## src/rtl/fp_mult_sequencer_pkg.sv

```systemverilog
// Shared definitions for the FP multiplier sequencer: state encoding,
// result flag bit positions and default sizing.
package fp_mult_sequencer_pkg;

   localparam int DEF_WIDTH = 32;
   localparam int DEF_DEPTH = 4;

   localparam int FLAG_W   = 3;
   localparam int FLAG_NAN = 2;
   localparam int FLAG_INF = 1;
   localparam int FLAG_OVF = 0;

   typedef enum logic [2:0] {
      ST_CLEAR   = 3'd0,
      ST_IDLE    = 3'd1,
      ST_LOAD    = 3'd2,
      ST_CAPTURE = 3'd3,
      ST_COLLECT = 3'd4
   } state_t;

   typedef struct packed {
      logic we_a;
      logic we_b;
      logic re_a;
      logic re_b;
      logic we_out;
      logic re_out;
      logic rst_a;
      logic rst_b;
      logic rst_out;
   } dp_ctrl_t;

endpackage

```

## src/rtl/fp_mult_sequencer_result_fifo.sv

```systemverilog
// Count-based result FIFO holding {flags, product} entries; DEPTH must be a
// power of two so the pointers wrap naturally.
module result_fifo #(
   parameter int WIDTH = 35,
   parameter int DEPTH = 4
) (
   input  logic             clk,
   input  logic             rst_n,
   input  logic             push,
   input  logic [WIDTH-1:0] push_data,
   input  logic             pop,
   output logic [WIDTH-1:0] head_data,
   output logic             valid,
   output logic             full
);

   localparam int AW = (DEPTH > 1) ? $clog2(DEPTH) : 1;
   localparam int CW = $clog2(DEPTH) + 1;
   localparam logic [CW-1:0] FULL_COUNT = CW'(DEPTH);

   logic [WIDTH-1:0] mem [DEPTH];
   logic [AW-1:0]    wr_ptr;
   logic [AW-1:0]    rd_ptr;
   logic [CW-1:0]    count;
   logic             do_push;
   logic             do_pop;

   assign valid     = (count != '0);
   assign full      = (count == FULL_COUNT);
   assign do_push   = push && !full;
   assign do_pop    = pop && valid;
   assign head_data = mem[rd_ptr];

   always_ff @(posedge clk or negedge rst_n) begin
      if (!rst_n) begin
         wr_ptr <= '0;
         rd_ptr <= '0;
         count  <= '0;
      end else begin
         if (do_push) wr_ptr <= wr_ptr + 1'b1;
         if (do_pop)  rd_ptr <= rd_ptr + 1'b1;
         unique case ({do_push, do_pop})
            2'b10:   count <= count + 1'b1;
            2'b01:   count <= count - 1'b1;
            default: count <= count;
         endcase
      end
   end

   // Storage needs no reset: nothing is visible until count is non-zero.
   always_ff @(posedge clk) begin
      if (do_push) mem[wr_ptr] <= push_data;
   end

endmodule

```

## src/rtl/fp_mult_sequencer.sv

```systemverilog
// Sequences operand pairs through an external registered FP multiplier and
// queues the products with their NAN/infinity/overflow flags.
//
// state   | meaning
// CLEAR   | pulse datapath register resets for one cycle
// IDLE    | accept an operand pair when the FIFO has room
// LOAD    | write operands into datapath input registers
// CAPTURE | write product register, sample datapath flags
// COLLECT | read product register, push {flags, product}
module fp_mult_sequencer
   import fp_mult_sequencer_pkg::*;
#(
   parameter int WIDTH = DEF_WIDTH,
   parameter int DEPTH = DEF_DEPTH
) (
   input  logic              clk,
   input  logic              resetN,
   input  logic              inValid,
   output logic              inReady,
   input  logic [WIDTH-1:0]  inA,
   input  logic [WIDTH-1:0]  inB,
   output logic              outValid,
   input  logic              outReady,
   output logic [WIDTH-1:0]  outProduct,
   output logic [FLAG_W-1:0] outFlags,
   output logic [WIDTH-1:0]  dpA,
   output logic [WIDTH-1:0]  dpB,
   output logic              dpWriteEnableA,
   output logic              dpWriteEnableB,
   output logic              dpReadEnableA,
   output logic              dpReadEnableB,
   output logic              dpWriteEnableOut,
   output logic              dpReadEnableOut,
   output logic              dpResetA,
   output logic              dpResetB,
   output logic              dpResetOut,
   input  logic [WIDTH-1:0]  dpProduct,
   input  logic              dpOverflow,
   input  logic              dpInfinity,
   input  logic              dpNAN,
   output logic              busy
);

   state_t                    state;
   state_t                    next_state;
   dp_ctrl_t                  ctrl;
   logic [WIDTH-1:0]          op_a;
   logic [WIDTH-1:0]          op_b;
   logic [FLAG_W-1:0]         flag_reg;
   logic [FLAG_W-1:0]         flags_now;
   logic                      take;
   logic                      fifo_push;
   logic                      fifo_valid;
   logic                      fifo_full;
   logic [WIDTH+FLAG_W-1:0]   fifo_head;

   assign take = inValid && inReady;

   always_ff @(posedge clk or negedge resetN) begin
      if (!resetN) state <= ST_CLEAR;
      else         state <= next_state;
   end

   always_comb begin
      next_state = state;
      unique case (state)
         ST_CLEAR:   next_state = ST_IDLE;
         ST_IDLE:    if (take) next_state = ST_LOAD;
         ST_LOAD:    next_state = ST_CAPTURE;
         ST_CAPTURE: next_state = ST_COLLECT;
         ST_COLLECT: next_state = ST_IDLE;
         default:    next_state = ST_CLEAR;
      endcase
   end

   always_comb begin
      ctrl    = '0;
      inReady = 1'b0;
      unique case (state)
         ST_CLEAR: begin
            ctrl.rst_a   = 1'b1;
            ctrl.rst_b   = 1'b1;
            ctrl.rst_out = 1'b1;
         end
         ST_IDLE: inReady = !fifo_full;
         ST_LOAD: begin
            ctrl.we_a = 1'b1;
            ctrl.we_b = 1'b1;
            ctrl.re_a = 1'b1;
            ctrl.re_b = 1'b1;
         end
         ST_CAPTURE: begin
            ctrl.re_a   = 1'b1;
            ctrl.re_b   = 1'b1;
            ctrl.we_out = 1'b1;
         end
         ST_COLLECT: ctrl.re_out = 1'b1;
         default: ;
      endcase
   end

   always_comb begin
      flags_now           = '0;
      flags_now[FLAG_NAN] = dpNAN;
      flags_now[FLAG_INF] = dpInfinity;
      flags_now[FLAG_OVF] = dpOverflow;
   end

   always_ff @(posedge clk or negedge resetN) begin
      if (!resetN) begin
         op_a     <= '0;
         op_b     <= '0;
         flag_reg <= '0;
      end else begin
         if (take) begin
            op_a <= inA;
            op_b <= inB;
         end
         if (state == ST_CAPTURE) flag_reg <= flags_now;
      end
   end

   // The slot is reserved at acceptance (inReady checks full), so a push in
   // COLLECT always finds room.
   assign fifo_push = (state == ST_COLLECT);

   result_fifo #(
      .WIDTH (WIDTH + FLAG_W),
      .DEPTH (DEPTH)
   ) u_fifo (
      .clk       (clk),
      .rst_n     (resetN),
      .push      (fifo_push),
      .push_data ({flag_reg, dpProduct}),
      .pop       (outReady),
      .head_data (fifo_head),
      .valid     (fifo_valid),
      .full      (fifo_full)
   );

   assign outValid         = fifo_valid;
   assign outProduct       = fifo_head[WIDTH-1:0];
   assign outFlags         = fifo_head[WIDTH+FLAG_W-1:WIDTH];
   assign dpA              = op_a;
   assign dpB              = op_b;
   assign dpWriteEnableA   = ctrl.we_a;
   assign dpWriteEnableB   = ctrl.we_b;
   assign dpReadEnableA    = ctrl.re_a;
   assign dpReadEnableB    = ctrl.re_b;
   assign dpWriteEnableOut = ctrl.we_out;
   assign dpReadEnableOut  = ctrl.re_out;
   assign dpResetA         = ctrl.rst_a;
   assign dpResetB         = ctrl.rst_b;
   assign dpResetOut       = ctrl.rst_out;
   assign busy             = (state != ST_IDLE) || fifo_valid;

endmodule

```

## config.mk

```make
export PLATFORM = sky130hd
export DESIGN_NAME = fp_mult_sequencer
export DESIGN_NICKNAME = d
export VERILOG_FILES = /design/src/rtl/fp_mult_sequencer_pkg.sv /design/src/rtl/fp_mult_sequencer_result_fifo.sv /design/src/rtl/fp_mult_sequencer.sv
export SDC_FILE = /design/constraint.sdc
export NUM_CORES = 1
export LEC_CHECK = 0
export ABC_AREA = 1
export BUFFER_PORTS_ARGS = -buffer_cell sky130_fd_sc_hd__buf_4
export CORE_UTILIZATION = 35
export DETAILED_ROUTE_END_ITERATION = 12
export GPL_TIMING_DRIVEN = 0
export HOLD_SLACK_MARGIN = 0.12
export PLACE_DENSITY = 0.61
export SYNTH_ARGS = -nofsm -noshare
export SYNTH_HDL_FRONTEND = slang
export SYNTH_SLANG_ARGS = --single-unit
export TNS_END_PERCENT = 30
```

## constraint.sdc

```tcl
create_clock -name clk -period 6 [get_ports clk]
set_input_delay 1.2 -clock clk [delete_from_list [all_inputs] [get_ports clk]]
set_output_delay 1.2 -clock clk [all_outputs]
set_load 0.02 [all_outputs]
```

; Word-level counts from Yosys, hierarchy flattened
; Memories as Yosys holds them, arrays and structs flattened.
; Index checks and enable logic that the tools add are counted.
[word_totals]
wordCells = 42
ram_bits = 140
memories = 1
reg_bits = 77
[op_classes]
reduce_logical = 10
mux = 11
add_sub_neg = 4
eq_ne = 9
[mem_list]
columns = memory, depth, word_bits, read_ports, rd_clocked_by_memory_dff, wr, line_no
row1 = u_fifo.mem, 4, 35, 1, 0, 1, fp_mult_sequencer_result_fifo.sv:21  ; logic [WIDTH-1:0] mem [DEPTH];
[op_table]
columns = cell, count
row1 = one-hot mux 3 bit (4 select lines), 1
row2 = "== test 3 x 2 -> 1 bit, second input constant", 2
row3 = "== test 3 bit, second input constant", 2
row4 = 2-to-1 mux 3 bit, 2
row5 = one-hot mux 3 bit (2 select lines), 1
row6 = 2-to-1 mux 1 bit, 5
row7 = "adder 2 x 1 -> 2 bit, second input constant", 2
row8 = 2-to-1 mux 2 bit, 2
row9 = OR reduction 2 bit, 2
row10 = "adder 3 x 1 -> 3 bit, second input constant", 1
row11 = "== test 3 x 1 -> 1 bit, second input constant", 1
row12 = logical AND 1 bit, 3
row13 = zero test 3 bit, 1
row14 = "inequality test 3 x 1 -> 1 bit, second input constant", 1
row15 = nonzero test 3 bit, 1
row16 = "subtractor 3 x 1 -> 3 bit, second input constant", 1
row17 = "== test 2 x 1 -> 1 bit, second input constant", 1
row18 = "== test 2 bit, second input constant", 1
row19 = "inequality test 2 bit, second input constant", 1
row20 = nonzero test 2 bit, 1
row21 = zero test 1 bit, 1
row22 = logical OR 1 bit, 1

; Depth between registers and ports, before layout
; Gate-level depths: netlist of run 1.
[logic_depth]
depth_word = 6
depth_mapped = 11
ltp_nobuf = 11

; Cells and area by module
; A second synthesis of run 1 with hierarchy kept.
[hier_totals]
hier_cells = 795
area_unflattened_um2 = 8983.6
[modules_own_cells]
columns = module, n_inst, cells_each, area_per_inst_um2
row1 = result_fifo, 1, 468, 6022.0
row2 = fp_mult_sequencer, 1, 327, 2961.6

; Least setup slack after synthesis of run 1
; OpenSTA, ideal clock, no wires.
[synth_timing]
kind = reg2reg
startpoint = register state[0]
endpoint = memory u_fifo.mem[0][0], enable pin
period_less_slack_ps = 2997
t_arrival_ps = 2570
setup_time_ps = 427
path_buffers = 0
setup_slack_ps = 3003
stages_incl_launch_ff = 6
cell_sequence = dfrtp_1 nor2_1 inv_1 nor2_2 nand2_1 nor2_1
[synth_between]
elab_chain_len = 4
[synth_lines]
columns = element, line_no
row1 = "start, declared", fp_mult_sequencer.sv:44  ; state_t state;
row2 = "start signal, assigned", fp_mult_sequencer.sv:61  ; else state <= next_state;
row3 = == test 3 bit, fp_mult_sequencer.sv:125  ; assign fifo_push = (state == ST_COLLECT);
row4 = logical AND 1 bit, fp_mult_sequencer_result_fifo.sv:30  ; assign do_push = push && !full;
row5 = 2-to-1 mux 1 bit, fp_mult_sequencer_result_fifo.sv:52  ; if (do_push) mem[wr_ptr] <= push_data;
row6 = 2-to-1 mux 1 bit (implied by the code), fp_mult_sequencer_result_fifo.sv:52
row7 = "end, declared", fp_mult_sequencer_result_fifo.sv:21
; No other way between the ends.

; Final worst setup path of run 1
[layout_timing]
startpoint = register u_fifo.rd_ptr[0]
endpoint = output outProduct[31]
[layout_between]
elab_chain_len = 1
[layout_lines]
columns = element, line_no
row1 = "start, declared", fp_mult_sequencer_result_fifo.sv:23  ; logic [AW-1:0] rd_ptr;
row2 = "start signal, assigned", fp_mult_sequencer_result_fifo.sv:41  ; if (do_pop) rd_ptr <= rd_ptr + 1'b1;
row3 = memory (4 x 35 bit), -
row4 = "end, declared", fp_mult_sequencer.sv:24  ; output logic [WIDTH-1:0] outProduct,
; No other way between the ends.

==> flow_metrics.env, run 1 <==
export IMPL_crit_required_ns=4.80
export IMPL_hold_start="dpA[1]"
export IMPL_yosysWarnings=0
export IMPL_fill_cells=2207
export IMPL_drive_gt1_share_pct=29.6
export IMPL_dieArea_sq_mm=0.0250
export IMPL_p_comb_share_pct=43.1
export IMPL_cp_end_kind="primary output"
export IMPL_cp_arrival_ns=2.23
export IMPL_synthTopCellsByArea="edfxtp_1, dfrtp_1, nand2_1"
export IMPL_setup_tns_ns=0
export IMPL_multi_input_area_sq_mm=0.00208
export IMPL_vias=6154
export IMPL_power_switching_mw=2.40
export IMPL_grt_pass1_vias=6254
export IMPL_route_detailed_drc=0
export IMPL_die_width_um=158
export IMPL_drtIter0Drc=394
export IMPL_top_register="u_fifo.mem"
export IMPL_timing_final_hold_violations=0
export IMPL_r2r_start="u_fifo.count[1]"
export IMPL_drtPass1Iterations=4
export IMPL_start_util_pct=36.0
export IMPL_p_leak_nw=4.86
export IMPL_gp_congestion=0.753
export IMPL_overflow=0
export IMPL_synth_top_family_by_area="simple AND/OR/NAND/NOR gates"
export IMPL_post_route_util_pct=48.1
export IMPL_cts_resized=0
export IMPL_ir_worst_vdd_mv=0.268
export IMPL_htreeDepth=1
export IMPL_fmax_mhz=291
export IMPL_rr_endpoint="u_fifo.count[2]"
export IMPL_ant_nets=0
export IMPL_grt_pass1_wl_mm=33.9
export IMPL_place_detailed_hpwl_mm=15.2
export IMPL_switching_share_pct=39.4
export IMPL_worst_pin_slew_ns=1.05
export IMPL_worstSkewPairLatency_ns=0.52
export IMPL_wirelength_mm=22.1
export IMPL_holdPathEnd="dpA[1]"
export IMPL_antenna_found_initial=0
export IMPL_fin_ws_ns=2.57
export IMPL_fin_nets=1068
export IMPL_path_class="flip-flop to primary output"
export IMPL_run_status="complete, no violations"
export IMPL_clockPowerShare_pct=22.9
export IMPL_crit_fanout=10
export IMPL_die_y_um=158
export IMPL_portBuffers=213
export IMPL_whs_path_depth=2
export IMPL_synth_compound_area_share_pct=6.91
export IMPL_cts_sinks=217
export IMPL_wl_per_cell_um=17.1
export IMPL_ios=214
export IMPL_ys_seq_area_share_pct=71.8
export IMPL_worstHoldPathType="flip-flop to flip-flop"
export IMPL_min_period_ns=3.43
export IMPL_synth_fa_ha_area_share_pct=0.968
export IMPL_path_clk_slew_ns=0.06
export IMPL_power_share_sequential_pct=34.1
export IMPL_post_place_ws_ns=3.07
export IMPL_r2r_cells=10
export IMPL_cts_max_path_buffers=3
export IMPL_synth_area_leader_cell="edfxtp_1"
export IMPL_postCtsHoldBufs=0
export IMPL_core_area_sq_mm=0.0237
export IMPL_synth_cell_types=26
export IMPL_synth_avg_cell_area_sq_um=11.9
export IMPL_numCtsBuffers=24
export IMPL_tritoncts="built"
export IMPL_skew_ns=0.0110
export IMPL_finalSetupViolCount=0
export IMPL_drv_cap=0
export IMPL_rows=56
export IMPL_synthSimpleGateAreaFrac_pct=15.7
export IMPL_grt_start_max_net_pins=78
export IMPL_cts_setup_buffers=0
export IMPL_root_buffer="clkbuf_16"
export IMPL_finalCritPeriodShare_pct=57.2
export IMPL_yosys_area_share_xor_xnor_pct=0.411
export IMPL_slew_headroom_pct=30.0
export IMPL_p_int_mw=3.70
export IMPL_synth_fp_nets=825
export IMPL_grt_usage_pct=17.8
export IMPL_rsz0062_at_grt="false"
export IMPL_power_per_cell_area_mw_per_mm2=535
export IMPL_synthToLayoutAreaGrowth_pct=33.5
export IMPL_syn_cell_area_sq_mm=0.00853
export IMPL_largest_register_ffs=140
export IMPL_diodes=0
export IMPL_syn_inst=716
export IMPL_synth_seq_cells=217
export IMPL_routed_via_density=4.75
export IMPL_yosysTopAreaCellShare_pct=49.3
export IMPL_muxShareOfSynthArea_pct=0
export IMPL_regArea_sq_mm=0.00613
export IMPL_slew_viol_final=0
export IMPL_r2r_slack_ns=3.57
export IMPL_crit_path_start_kind="flip-flop"
critical path, cell delays in order, from the launching register on:
cell	delay [ns]
dfrtp_1	0.37
buf_2	0.19
inv_2	0.16
clkbuf_1	0.45
o21ai_0	0.16
o22ai_1	0.21
buf_4	0.18
layout make-up:
| type | instances | area share [%] |
|---|---|---|
| well taps | 319 | 3.50 |
| clock buffers | 33 | 5.83 |
| flip-flops and latches | 217 | 53.8 |
| multi-input cells | 425 | 18.2 |
| clock inverters | 10 | 0.714 |
| repair buffers | 217 | 14.8 |
| inverters | 21 | 0.692 |
| plain buffers | 53 | 2.40 |
stage by stage:
stage	instance area (sq um)	instances	hold WS [ns]	power, mW
after floorplan	8530	716	0.476	3.61
after global placement	10500	1248	0.455	4.72
after detailed placement	10600	1252	0.460	4.77
after CTS	11400	1295	0.474	6.18
after global routing	11400	1295	0.487	6.47
final	11400	1295	0.471	6.10
cells in the mapped netlist:
cell        n
nand3_2     1
inv_2       2
nor2_2      2
buf_4       6
inv_1      19
clkbuf_1   21
a21oi_1     2
buf_1       4
o22ai_1    35
ha_1        5
nor3_1      1
nor2_4      1
o21ai_1    13
fa_1        1
nand4_1    64
nand2_4     1
edfxtp_1  140
xor2_1      2
nor2_1     80
xnor2_1     2
o21ai_0    59
dfrtp_1    77
buf_2      18
nand3_1     5
nand2_1   151
buf_6       4
layer usage:
metal	wire length, um	up-vias	global-route usage [%]	share of wire (%)
met1	9080	2872	21.4	41
met3	2220	37	6.57	10
li1	-	3024	-	-
met2	10300	221	29.8	47
met5	0	-	0	0
met4	490	0	4.67	2.2
placed cells by master, fill, tap and decap left out, drive strengths merged:
master  instances
bufinv          1
ha              5
clkinv          9
nand2         152
buf           249
nand4          64
dfrtp          77
fa              1
xnor2           2
o22ai          35
nor3            1
nor2           83
clkbuf         54
edfxtp        140
xor2            2
a21oi           2
nand3           6
o21ai          72
inv            21
worst max path at each step:
stage	from	endpoint	slack (ns)
after floorplan	state[0]	u_fifo.mem[0][0]	3.00
after global placement	state[0]	u_fifo.mem[3][21]	1.77
after detailed placement	u_fifo.rd_ptr[0]	outProduct[31]	3.07
after CTS	u_fifo.rd_ptr[0]	outProduct[31]	2.47
after global routing	u_fifo.rd_ptr[0]	outProduct[29]	2.34
final	u_fifo.rd_ptr[0]	outProduct[31]	2.57
power by group through the flow:
stage	Combinational [mW]	Clock (mW)	Sequential [mW]
6_report	2.63	1.39	2.08
5_1_grt	2.88	1.48	2.11
4_1_cts	2.67	1.43	2.08
3_5_place_dp	2.67	0	2.10
3_3_place_gp	2.62	0	2.10
2_1_floorplan	1.29	0	2.32
cell families after synthesis:
| group | count (synthesis) |
|---|---|
| AND/OR/NAND/NOR | 306 |
| XOR/XNOR | 4 |
| AO/OA/AOI/OAI | 109 |
| adder cells (fa/ha/maj) | 6 |
| flip-flops | 217 |
| buffers and inverters | 74 |
Power figures use the tool's default switching activity.
==> inputs of run 2 (changes only) <==
--- a/config.mk
+++ b/config.mk
@@ -11,7 +11,7 @@
 export DETAILED_ROUTE_END_ITERATION = 12
 export GPL_TIMING_DRIVEN = 0
 export HOLD_SLACK_MARGIN = 0.12
-export PLACE_DENSITY = 0.61
+export PLACE_DENSITY = 0.64
 export SYNTH_ARGS = -nofsm -noshare
 export SYNTH_HDL_FRONTEND = slang
 export SYNTH_SLANG_ARGS = --single-unit
==> constraint.sdc (replaced) <==
create_clock -name clk -period 2.86 [get_ports clk]
set_input_delay 0.572 -clock clk [delete_from_list [all_inputs] [get_ports clk]]
set_output_delay 0.572 -clock clk [all_outputs]
set_load 0.02 [all_outputs]
==> flow_metrics.env, run 2 (synthesis gave the netlist of run 1 again) <==
export IMPL_grt_start_max_net_pins=78
export IMPL_cts_sinks=217
export IMPL_place_inst=1252
export IMPL_postCtsHoldBufs=0
export IMPL_path_class="flip-flop to primary output"
export IMPL_place_detailed_hpwl_mm=14.8
export IMPL_antenna_found_initial=0
export IMPL_rows=56
export IMPL_path_clk_slew_ns=0.06
export IMPL_timing_final_hold_violations=0
export IMPL_worst_pin_slew_ns=1.03
export IMPL_rsz0062_at_grt="false"
export IMPL_p_leak_nw=4.86
export IMPL_cp_arrival_ns=2.12
export IMPL_skew_ns=0.00853
export IMPL_final_common_cell="buf_4"
export IMPL_start_util_pct=36.0
export IMPL_crit_fanout=10
export IMPL_drtIter0Drc=351
export IMPL_finalCritPeriodShare_pct=94.3
export IMPL_wl_per_cell_um=17.1
export IMPL_cts_setup_buffers=0
export IMPL_portBuffers=213
export IMPL_die_width_um=158
export IMPL_top_register="u_fifo.mem"
export IMPL_drtPass1Iterations=5
export IMPL_cts_max_path_buffers=3
export IMPL_route_detailed_drc=0
export IMPL_whs_ns=0.215
export IMPL_tritoncts="built"
export IMPL_slew_headroom_pct=31.3
export IMPL_die_y_um=158
export IMPL_crit_required_ns=2.29
export IMPL_root_buffer="clkbuf_16"
export IMPL_cp_end_kind="primary output"
export IMPL_overflow=0
export IMPL_core_area_sq_mm=0.0237
export IMPL_htreeDepth=1
export IMPL_setup_tns_ns=0
export IMPL_routed_via_density=4.85
export IMPL_grt_usage_pct=17.7
export IMPL_largest_register_ffs=140
export IMPL_wirelength_mm=22.1
export IMPL_run_status="complete, no violations"
export IMPL_r2r_cells=10
export IMPL_vias=6281
export IMPL_worstHoldPathType="input pin to async pin"
export IMPL_grt_pass1_vias=6200
export IMPL_diodes=0
export IMPL_gp_congestion=0.748
export IMPL_slew_viol_final=0
export IMPL_grt_pass1_wl_mm=34.2
export IMPL_synthToLayoutAreaGrowth_pct=33.3
export IMPL_dieArea_sq_mm=0.0250
export IMPL_numCtsBuffers=24
export IMPL_drive_gt1_share_pct=29.7
export IMPL_p_total_mw=12.8
export IMPL_crit_path_start_kind="flip-flop"
export IMPL_worstSkewPairLatency_ns=0.50
export IMPL_drv_cap=0
export IMPL_ir_worst_vdd_mv=0.605
export IMPL_layout_common_cells="buf_4, nand2_1, edfxtp_1, dfrtp_1, nor2_1"
export IMPL_ios=214
export IMPL_finalSetupViolCount=0
export IMPL_min_period_ns=2.70
export IMPL_fill_cells=2203
export IMPL_power_per_cell_area_mw_per_mm2=1120
export IMPL_fmax_mhz=371
export IMPL_post_route_util_pct=48.0
export IMPL_instances_no_fill=1295
export IMPL_fin_nets=1068
export IMPL_ant_nets=0
## run 2: cell count changes in the layout (fill, tap and decap cells not counted), sizes merged
cell / delta
clkinvlp: +1
clkbuf: -1
## run 2: routing by layer
| layer | track usage (%) | up-vias | share of wire (%) |
|---|---|---|---|
| met1 | 23.0 | 3002 | 43 |
| met4 | 3.89 | 0 | 1.4 |
| met3 | 5.47 | 26 | 9.5 |
| met5 | 0 | - | 0 |
| li1 | - | 3014 | - |
| met2 | 29.2 | 239 | 46 |
## run 2: report_power, final
part | switching, mW | total (mW) | leakage, nW | internal [mW]
sequential | 0.365 | 4.36 | 2.22 | 4.00
combinational | 3.46 | 5.51 | 2.28 | 2.05
clock | 1.20 | 2.88 | 0.352 | 1.68
## run 2: timing repair
action,in CTS,in global routing
hold endpoints to repair,0,0
endpoints found under the setup margin,1,9
cloned,0,0
gates resized for setup,1,6
## run 2: area by class of cell
class / count / area (sq um) / share of cell area (%)
flip-flops and latches: 217 / 6130 / 53.9
multi-input cells: 425 / 2080 / 18.3
repair buffers: 217 / 1680 / 14.8
clock buffers: 32 / 652 / 5.73
well taps: 319 / 399 / 3.51
plain buffers: 53 / 279 / 2.45
inverters: 21 / 78.8 / 0.693
clock inverters: 11 / 75.1 / 0.660
## run 2: worst paths after layout
check,from,end,slack (ns)
max,u_fifo.rd_ptr[1],outProduct[31],0.16
min,resetN,flag_reg[1],0.22
max reg2reg,u_fifo.count[1],u_fifo.count[2],0.41
min reg2reg,dpA[13],dpA[13],0.47
max in group asynchronous,resetN,dpB[14],1.95
min in group clk,dpInfinity,flag_reg[1],0.26
## run 2: worst max-delay path: stages, from the launching register on
cell and delay (ns):
dfrtp_1 0.37, inv_1 0.22, clkbuf_1 0.43, o21ai_0 0.16, o22ai_1 0.24, buf_4 0.20
## run 2: stage by stage
| step | worst slack [ns] | cell area (sq um) |
|---|---|---|
| 4_1_cts | 0.101 | 11400 |
| 5_1_grt | 0.00195 | 11400 |
| 2_1_floorplan | -0.137 | 8530 |
| 3_3_place_gp | -1.49 | 10500 |
| 3_5_place_dp | 0.383 | 10600 |
| 6_report | 0.164 | 11400 |
